`config.mk`:
```
export PLATFORM = sky130hd
export DESIGN_NAME = qlearn_episode_ctrl
export DESIGN_NICKNAME = d
export VERILOG_FILES = /design/src/rtl/qlearn_episode_ctrl.sv
export SDC_FILE = /design/constraint.sdc
export NUM_CORES = 1
export LEC_CHECK = 0
export BUFFER_PORTS_ARGS = -buffer_cell sky130_fd_sc_hd__buf_2
export CORE_MARGIN = 4
export CORE_UTILIZATION = 35
export DETAILED_ROUTE_END_ITERATION = 7
export GPL_TIMING_DRIVEN = 0
export PLACE_DENSITY = 0.63
export SLEW_MARGIN = 20
export SYNTH_ARGS = -nofsm -noshare
export SYNTH_HDL_FRONTEND = slang
export SYNTH_SLANG_ARGS = --single-unit
```
`constraint.sdc`:
```
create_clock -name clk -period 3.6 [get_ports clk]
set_input_delay 0.18 -clock clk [delete_from_list [all_inputs] [get_ports clk]]
set_output_delay 0.18 -clock clk [all_outputs]
set_load 0.1 [all_outputs]
```
`src/rtl/qlearn_episode_ctrl.sv`:
```
// Episode/step sequencer for the maze Q-learning datapath: epsilon-greedy action
// choice, one Q-update handshake per step, step/episode counting.
//
// state     | meaning
// S_IDLE    | waiting for start
// S_INIT    | load start state, clear step count
// S_SELECT  | choose action (explore vs greedy), advance LFSR
// S_SETTLE  | latch next_state and reward, raise q_update
// S_UPDATE  | wait for q_done from the agent
// S_ADVANCE | move to latched next state, count the step
// S_EP_END  | count the episode, decide DONE vs next episode
// S_DONE    | run finished, hold until start drops
module qlearn_episode_ctrl #(
  parameter logic [5:0]  START_STATE  = 6'd0,
  parameter logic [5:0]  GOAL_STATE   = 6'd35,
  parameter int unsigned MAX_STEPS    = 64,
  parameter int unsigned NUM_EPISODES = 100,
  parameter logic [15:0] LFSR_SEED    = 16'hACE1
) (
  input  logic        clk,
  input  logic        rst,
  input  logic        en,
  input  logic        start,
  input  logic [7:0]  epsilon,
  input  logic [3:0]  greedy_action,
  input  logic [5:0]  next_state,
  input  logic [15:0] reward,
  input  logic        q_done,
  output logic [5:0]  current_state,
  output logic [3:0]  action,
  output logic        q_update,
  output logic [15:0] step_reward,
  output logic [7:0]  step_cnt,
  output logic [15:0] episode_cnt,
  output logic        busy,
  output logic        done
);

  localparam logic [7:0]  MAX_STEPS_C = 8'(MAX_STEPS);
  localparam logic [15:0] NUM_EP_C    = 16'(NUM_EPISODES);

  typedef enum logic [2:0] {
    S_IDLE, S_INIT, S_SELECT, S_SETTLE, S_UPDATE, S_ADVANCE, S_EP_END, S_DONE
  } state_t;

  state_t      state, state_nxt;
  logic [15:0] lfsr, lfsr_nxt;
  logic [5:0]  ns_q;
  logic [3:0]  action_sel;
  logic [7:0]  step_inc;
  logic [15:0] ep_inc;
  logic        explore, greedy_ok;

  // Galois form of x^16+x^14+x^13+x^11+1, shifting right
  assign lfsr_nxt  = {1'b0, lfsr[15:1]} ^ (lfsr[0] ? 16'hB400 : 16'h0000);
  assign explore   = lfsr[7:0] < epsilon;
  assign greedy_ok = (greedy_action != 4'b0000) &&
                     ((greedy_action & (greedy_action - 4'd1)) == 4'b0000);
  assign step_inc  = step_cnt + 8'd1;
  assign ep_inc    = episode_cnt + 16'd1;
  assign busy      = (state != S_IDLE) && (state != S_DONE);
  assign done      = (state == S_DONE);

  always_comb begin
    action_sel = 4'b0001;
    if (explore)        action_sel = 4'b0001 << lfsr[9:8];
    else if (greedy_ok) action_sel = greedy_action;
  end

  always_comb begin
    state_nxt = state;
    case (state)
      S_IDLE:    if (start) state_nxt = S_INIT;
      S_INIT:    state_nxt = S_SELECT;
      S_SELECT:  state_nxt = S_SETTLE;
      S_SETTLE:  state_nxt = S_UPDATE;
      S_UPDATE:  if (q_done) state_nxt = S_ADVANCE;
      S_ADVANCE: state_nxt = (ns_q == GOAL_STATE || step_inc == MAX_STEPS_C) ? S_EP_END : S_SELECT;
      S_EP_END:  state_nxt = (ep_inc == NUM_EP_C) ? S_DONE : S_INIT;
      S_DONE:    if (!start) state_nxt = S_IDLE;
      default:   state_nxt = S_IDLE;
    endcase
  end

  always_ff @(posedge clk) begin
    if (rst) state <= S_IDLE;
    else if (en) state <= state_nxt;
  end

  always_ff @(posedge clk) begin
    if (rst) begin
      current_state <= START_STATE;
      action        <= 4'b0000;
      q_update      <= 1'b0;
      step_reward   <= 16'd0;
      step_cnt      <= 8'd0;
      episode_cnt   <= 16'd0;
      lfsr          <= LFSR_SEED;
      ns_q          <= 6'd0;
    end else if (en) begin
      // Pulse covers only the first UPDATE cycle
      q_update <= (state == S_SETTLE);
      case (state)
        S_IDLE: if (start) episode_cnt <= 16'd0;
        S_INIT: begin
          current_state <= START_STATE;
          step_cnt      <= 8'd0;
        end
        S_SELECT: begin
          action <= action_sel;
          lfsr   <= lfsr_nxt;
        end
        S_SETTLE: begin
          ns_q        <= next_state;
          step_reward <= reward;
        end
        S_ADVANCE: begin
          current_state <= ns_q;
          step_cnt      <= step_inc;
        end
        S_EP_END: episode_cnt <= ep_inc;
        default: ;
      endcase
    end
  end

endmodule
```
Yosys cells after proc, flatten, opt, wreduce, memory -nomap -nowiden
Index checks and enable logic that the tools add are counted.
{"block": "totals", "register_bits": 76, "elab_cells": 57, "inputBits": 39, "output_inout_bits": 53}
{"block": "op_classes", "shifts": 1, "n_mux": 13, "magnitude_cmp": 1, "add_sub_neg": 3, "bitwise_logic": 2, "eq_ne": 14, "reduce_logical": 14}
{"operator": "16-bit two-way mux", "n": 2}
{"operator": "16-bit one-hot mux with 2 select lines", "n": 1}
{"operator": "3-bit one-hot mux with 8 select lines", "n": 1}
{"operator": "16-bit by 1-bit adder with 16-bit output, second input constant", "n": 1}
{"operator": "16-bit by 7-bit equality test with 1-bit output, second input constant", "n": 1}
{"operator": "8-bit one-hot mux with 2 select lines", "n": 1}
{"operator": "15-bit by 16-bit bitwise XOR with 16-bit output", "n": 1}
{"operator": "3-bit two-way mux", "n": 5}
{"operator": "3-bit equality test, second input constant", "n": 4}
{"operator": "6-bit one-hot mux with 2 select lines", "n": 1}
{"operator": "8-bit by 1-bit adder with 8-bit output, second input constant", "n": 1}
{"operator": "8-bit by 7-bit equality test with 1-bit output, second input constant", "n": 1}
{"operator": "8-bit < comparator", "n": 1}
{"operator": "4-bit two-way mux", "n": 2}
{"operator": "3-bit by 2-bit equality test with 1-bit output, second input constant", "n": 2}
{"operator": "6-bit equality test, second input constant", "n": 1}
{"operator": "2-bit != test, second input constant", "n": 3}
{"operator": "2-bit AND reduction", "n": 3}
{"operator": "4-bit bitwise AND", "n": 1}
{"operator": "4-bit logical NOT", "n": 1}
{"operator": "4-bit AND reduction", "n": 1}
{"operator": "2-bit nonzero test", "n": 2}
{"operator": "4-bit nonzero test", "n": 1}
{"operator": "1-bit by 2-bit << shifter with 4-bit output, first input constant", "n": 1}
{"operator": "other kinds (8)", "n": 9}

Longest topological paths before layout
{"block": "depth", "ltp_word": 6, "mapped_depth": 8, "mapped_depth_nobuf": 8}

Worst setup path before layout
OpenSTA, ideal clock, no wires.
{"block": "synth_path", "path_kind": "reg2reg", "startpoint": "register episode_cnt[0]", "endpoint": "register state[2]", "stages_incl_launch_ff": 7, "path_slack_ns": 0.551, "arrival_ns": 2.963, "synth_period_minus_slack_ns": 3.049, "setup_time_ns": 0.086, "required_ns": 3.514, "path_buffers": 0, "cell_sequence": "dfxtp_1 ha_1 nand2_1 or4_1 or4b_1 or4_4 a221oi_2"}
{"block": "synth_between", "elab_chain_cells": 4}
{"element": "start: declaration", "line": "34", "source": "output logic [15:0] episode_cnt,"}
{"element": "start signal: assignment", "line": "121", "source": "S_EP_END: episode_cnt <= ep_inc;"}
{"element": "16-bit by 1-bit adder with 16-bit output", "line": "60", "source": "assign ep_inc = episode_cnt + 16'd1;"}
{"element": "16-bit by 7-bit equality test with 1-bit output", "line": "79", "source": "S_EP_END: state_nxt = (ep_inc == NUM_EP_C) ? S_DONE : S_INIT;"}
{"element": "3-bit two-way mux", "line": "79"}
{"element": "3-bit one-hot mux with 8 select lines", "line": "72", "source": "case (state)"}
{"element": "end signal: assignment", "line": "87", "source": "else if (en) state <= state_nxt;"}
{"element": "end: declaration", "line": "46", "source": "state_t state, state_nxt;"}
Every way passes these cells.
A chain may end at the register's enable or synchronous reset.

Worst setup path in the final report
Same ends and word-level chain as after synthesis.

==> qor.log <==
INFO  status         run_status=completed
INFO  sta            max_slew.worst_pin.slew=1.06ns
INFO  floorplan      floorplan.io_pins=92
INFO  global_route   grt.total_usage=0.173
INFO  sta            timing.max_slew.rel_slack=0.293
INFO  sta            setup_viol=0
INFO  flow_run       timing.max_cap.violations=0
INFO  global_route   antenna_violations_before_repair=0
INFO  cells_and_area mostFrequentLayoutCells=sky130_fd_sc_hd__nand2_1, sky130_fd_sc_hd__buf_2, sky130_fd_sc_hd__dfxtp_1
INFO  power_and_ir_drop power.switching_fraction=0.241
INFO  placed_design  portBuffers=90
INFO  cts            cts-hold-fix-buffers=0
INFO  cells_and_area post_layout_nonfiller_instances=720
INFO  global_route   grt_start_max_net_pins=15
INFO  cts            clk-insertion-delay-late=0.36ns
INFO  sta            finalWorstPathRequiredPeriod=2.59ns
INFO  cts            htree_num_levels=3
INFO  min_path       hold_path_class=in -> reg
INFO  sta            maxSlewViolCount=0
INFO  power_and_ir_drop ir_drop=194uV
INFO  sta            fmax=0.386GHz
INFO  detailed_routing viasPerCell=5.24
INFO  global_route   first_global_vias=3569
INFO  cts            tritoncts=done
INFO  cells_and_area antenna_cells=0
INFO  setup_path     critical_path.cell_chain=ha_1 > nand2_1 > or4_1 > or4b_1 > or4_4 > a221oi_2
INFO  power_and_ir_drop p_int=0.00135W
INFO  floorplan      num_rows=36
INFO  floorplan      floorplan.initialDensity=0.364
INFO  cells_and_area syn2layout_area_growth=23.8%
INFO  cells_and_area drive_gt1_frac=0.189
INFO  power_and_ir_drop total_switching_power=0.000429W
INFO  synth          synth_warnings=0
INFO  detailed_routing detail_route.first_pass.iterations=5
INFO  detailed_routing via_count=3770
INFO  floorplan      fp.dieArea=12100squm
INFO  synth          syn_area=3630squm
INFO  cts            cts_resized=0
INFO  power_and_ir_drop power-per-cell-area=396nW/um^2
INFO  cts            numCtsBuffers=9
INFO  cts            path_clk_slew=0.09ns
INFO  setup_path     worstSetupEndpointType=flip-flop
INFO  setup_path     critPathRequiredTime=3.86ns
INFO  placed_design  detailedPlacementHpwl=7380um
INFO  setup_path     crit_slowest_cell=sky130_fd_sc_hd__or4_4
INFO  synth          post_synth.cell_area_avg=7.54squm
INFO  floorplan      coreArea=9950squm
INFO  power_and_ir_drop cellLeakagePower=1.77nW
INFO  detailed_routing drt.antenna.violating_nets=0
INFO  sta            hold_violations=0
INFO  setup_path     cp.arrival=2.85ns
INFO  cts            clk_path_buf_depth=2
INFO  global_route   grt-ovfl-total=0
INFO  setup_path     cp_max_fo=6
INFO  sta            final_min_period_over_clock_period=0.719
INFO  cells_and_area mostFrequentLayoutCell=sky130_fd_sc_hd__nand2_1
INFO  detailed_routing routed_wire_length_per_instance=14.1um
INFO  global_route   grt_first_pass_wirelength=16700um
INFO  sta            totalNegativeSetupSlack=0ns
INFO  synth          synth_async_sr_flop_share=0
INFO  placed_design  placed_instances=704
INFO  synth          synth_edf_count=0
INFO  synth          synth-seq-area-share=0.419
INFO  detailed_routing wirelength=10100um
INFO  detailed_routing detailedRoute.firstIterationViolations=194
INFO  power_and_ir_drop share_seq_of_total_power=0.476
INFO  synth          postSynth.topFlopCell=sky130_fd_sc_hd__dfxtp_1
INFO  cts            clk_root_buffer_cell=sky130_fd_sc_hd__clkbuf_8
INFO  cells_and_area nets=630
INFO  floorplan      die_h=110um
INFO  placed_design  gpl.final_weighted_congestion=0.884
INFO  detailed_routing detail_route.drc_violations=0
INFO  sta            timing.clock.skew=0.00908ns
INFO  sta            rsz0062_at_grt=no
INFO  setup_path     start_kind=flip-flop
INFO  cts            clkSinkCount=76
INFO  setup_path     timing.setup.critical_path_class=reg -> reg
INFO  power_and_ir_drop clkPwrFrac=0.454
INFO  cts            cts_setup_buffers=0
INFO  synth          syn_inst=481
INFO  setup_path     ff2ff_setup_slack=1.01ns
INFO  setup_path     critPathMaxStageDelay=0.52ns
INFO  floorplan      floorplan.die.width=110um
INFO  synth          synth.ff_latch_count=76
INFO  power_and_ir_drop share_comb_of_total_power=0.070
INFO  synth          postSynthNetCount=529
INFO  synth          synth_cell_type_count=43
[area by class of cell]
type | instances | area [sq um]
Sequential cell | 76 | 1520
Clock inverter | 7 | 124
Buffer | 35 | 133
Clock buffer | 9 | 124
Timing Repair Buffer | 90 | 450
Tap cell | 133 | 166
Fill cell | 1046 | 5460
Multi-Input combinational cell | 358 | 1930
Inverter | 12 | 45.0
[critical path: cells and delay by family, from the launching register on]
family                     cells  cell delay, ns
and+or+nand+nor                4            1.48
AOI/OAI and AO/OA              1            0.26
adders and majority gates      1            0.31
DFF                            1            0.46
[power groups by stage]
stage | sequential [W] | clock, W | combinational, W
after floorplan | 0.000870 | 0 | 0.0000734
after global placement | 0.000867 | 0 | 0.000122
after detailed placement | 0.000867 | 0 | 0.000124
after CTS | 0.000847 | 0.000819 | 0.000125
after global routing | 0.000847 | 0.000854 | 0.000139
final | 0.000847 | 0.000807 | 0.000124
[state kept, by name (all words and copies together) (netlist names)]
register,cells
episode_cnt,16
lfsr,16
step_reward,16
step_cnt,8
current_state,6
ns_q,6
action,4
state,3
q_update,1
[kinds of logic (layout without fill, tap and decap cells)]
kind of cell	after synthesis	count (layout)	synth area share
muxes	1	1	0.00276
and+or+nand+nor	229	229	0.290
xor gates and xnor gates	9	9	0.0217
adders and majority gates	9	9	0.0310
DFF	76	76	0.419
buffers and inverters	47	153	0.0490
AOI/OAI and AO/OA	110	110	0.186
[Yosys cell counts, drive strengths merged (2+ instances only)]
master	instances	area share
nor2	34	0.035
o21ai	14	0.019
a2bb2oi	2	0.0048
nor3b	2	0.0041
nand3b	8	0.017
inv	12	0.012
a311oi	6	0.014
a21oi	56	0.077
ha	9	0.031
nand2	111	0.11
nand2b	5	0.0086
nor4	4	0.0069
clkbuf	34	0.035
xor2	2	0.0048
or3	7	0.012
a22oi	6	0.012
o221ai	2	0.0048
a211oi	7	0.014
a211o	4	0.0097
a31oi	5	0.0086
dfxtp	76	0.42
and3	6	0.010
xnor2	7	0.017
nor3	16	0.022
nand3	20	0.028
nand4	9	0.016
or4	3	0.0072
[routing by layer]
layer,share of wire,vias to the layer above,track usage
met5,0,-,0
met4,0.0086,0,0.0427
met2,0.47,127,0.276
met1,0.44,1751,0.229
li1,-,1884,-
met3,0.083,8,0.0546
[final timing paths]
path | start | end | depth (start not counted)
setup reg to reg | episode_cnt[0]$_SDFFE_PP0P_ | state[2]$_SDFFE_PP0P_ | 6
setup / recovery | episode_cnt[0]$_SDFFE_PP0P_ | state[2]$_SDFFE_PP0P_ | 6
hold reg to reg | current_state[4]$_SDFFE_PP0P_ | current_state[4]$_SDFFE_PP0P_ | 2
hold / removal | reward[3] | step_reward[3]$_SDFFE_PP0P_ | 3
[per-stage QoR]
| stage | cell area, sq um | utilization | hold WS, ns | total power, W | setup WS (ns) |
|---|---|---|---|---|---|
| 3_5_place_dp | 4240 | 0.426 | 0.431 | 0.000991 | 1.05 |
| 5_1_grt | 4490 | 0.451 | 0.0271 | 0.00184 | 0.859 |
| 2_1_floorplan | 3630 | - | 0.316 | 0.000944 | 0.551 |
| 4_1_cts | 4490 | 0.451 | 0.0392 | 0.00179 | 1.02 |
| 6_report | 4490 | 0.451 | 0.0501 | 0.00178 | 1.01 |
| 3_3_place_gp | 4240 | 0.426 | 0.423 | 0.000989 | 1.07 |
Power figures use the tool's default switching activity.
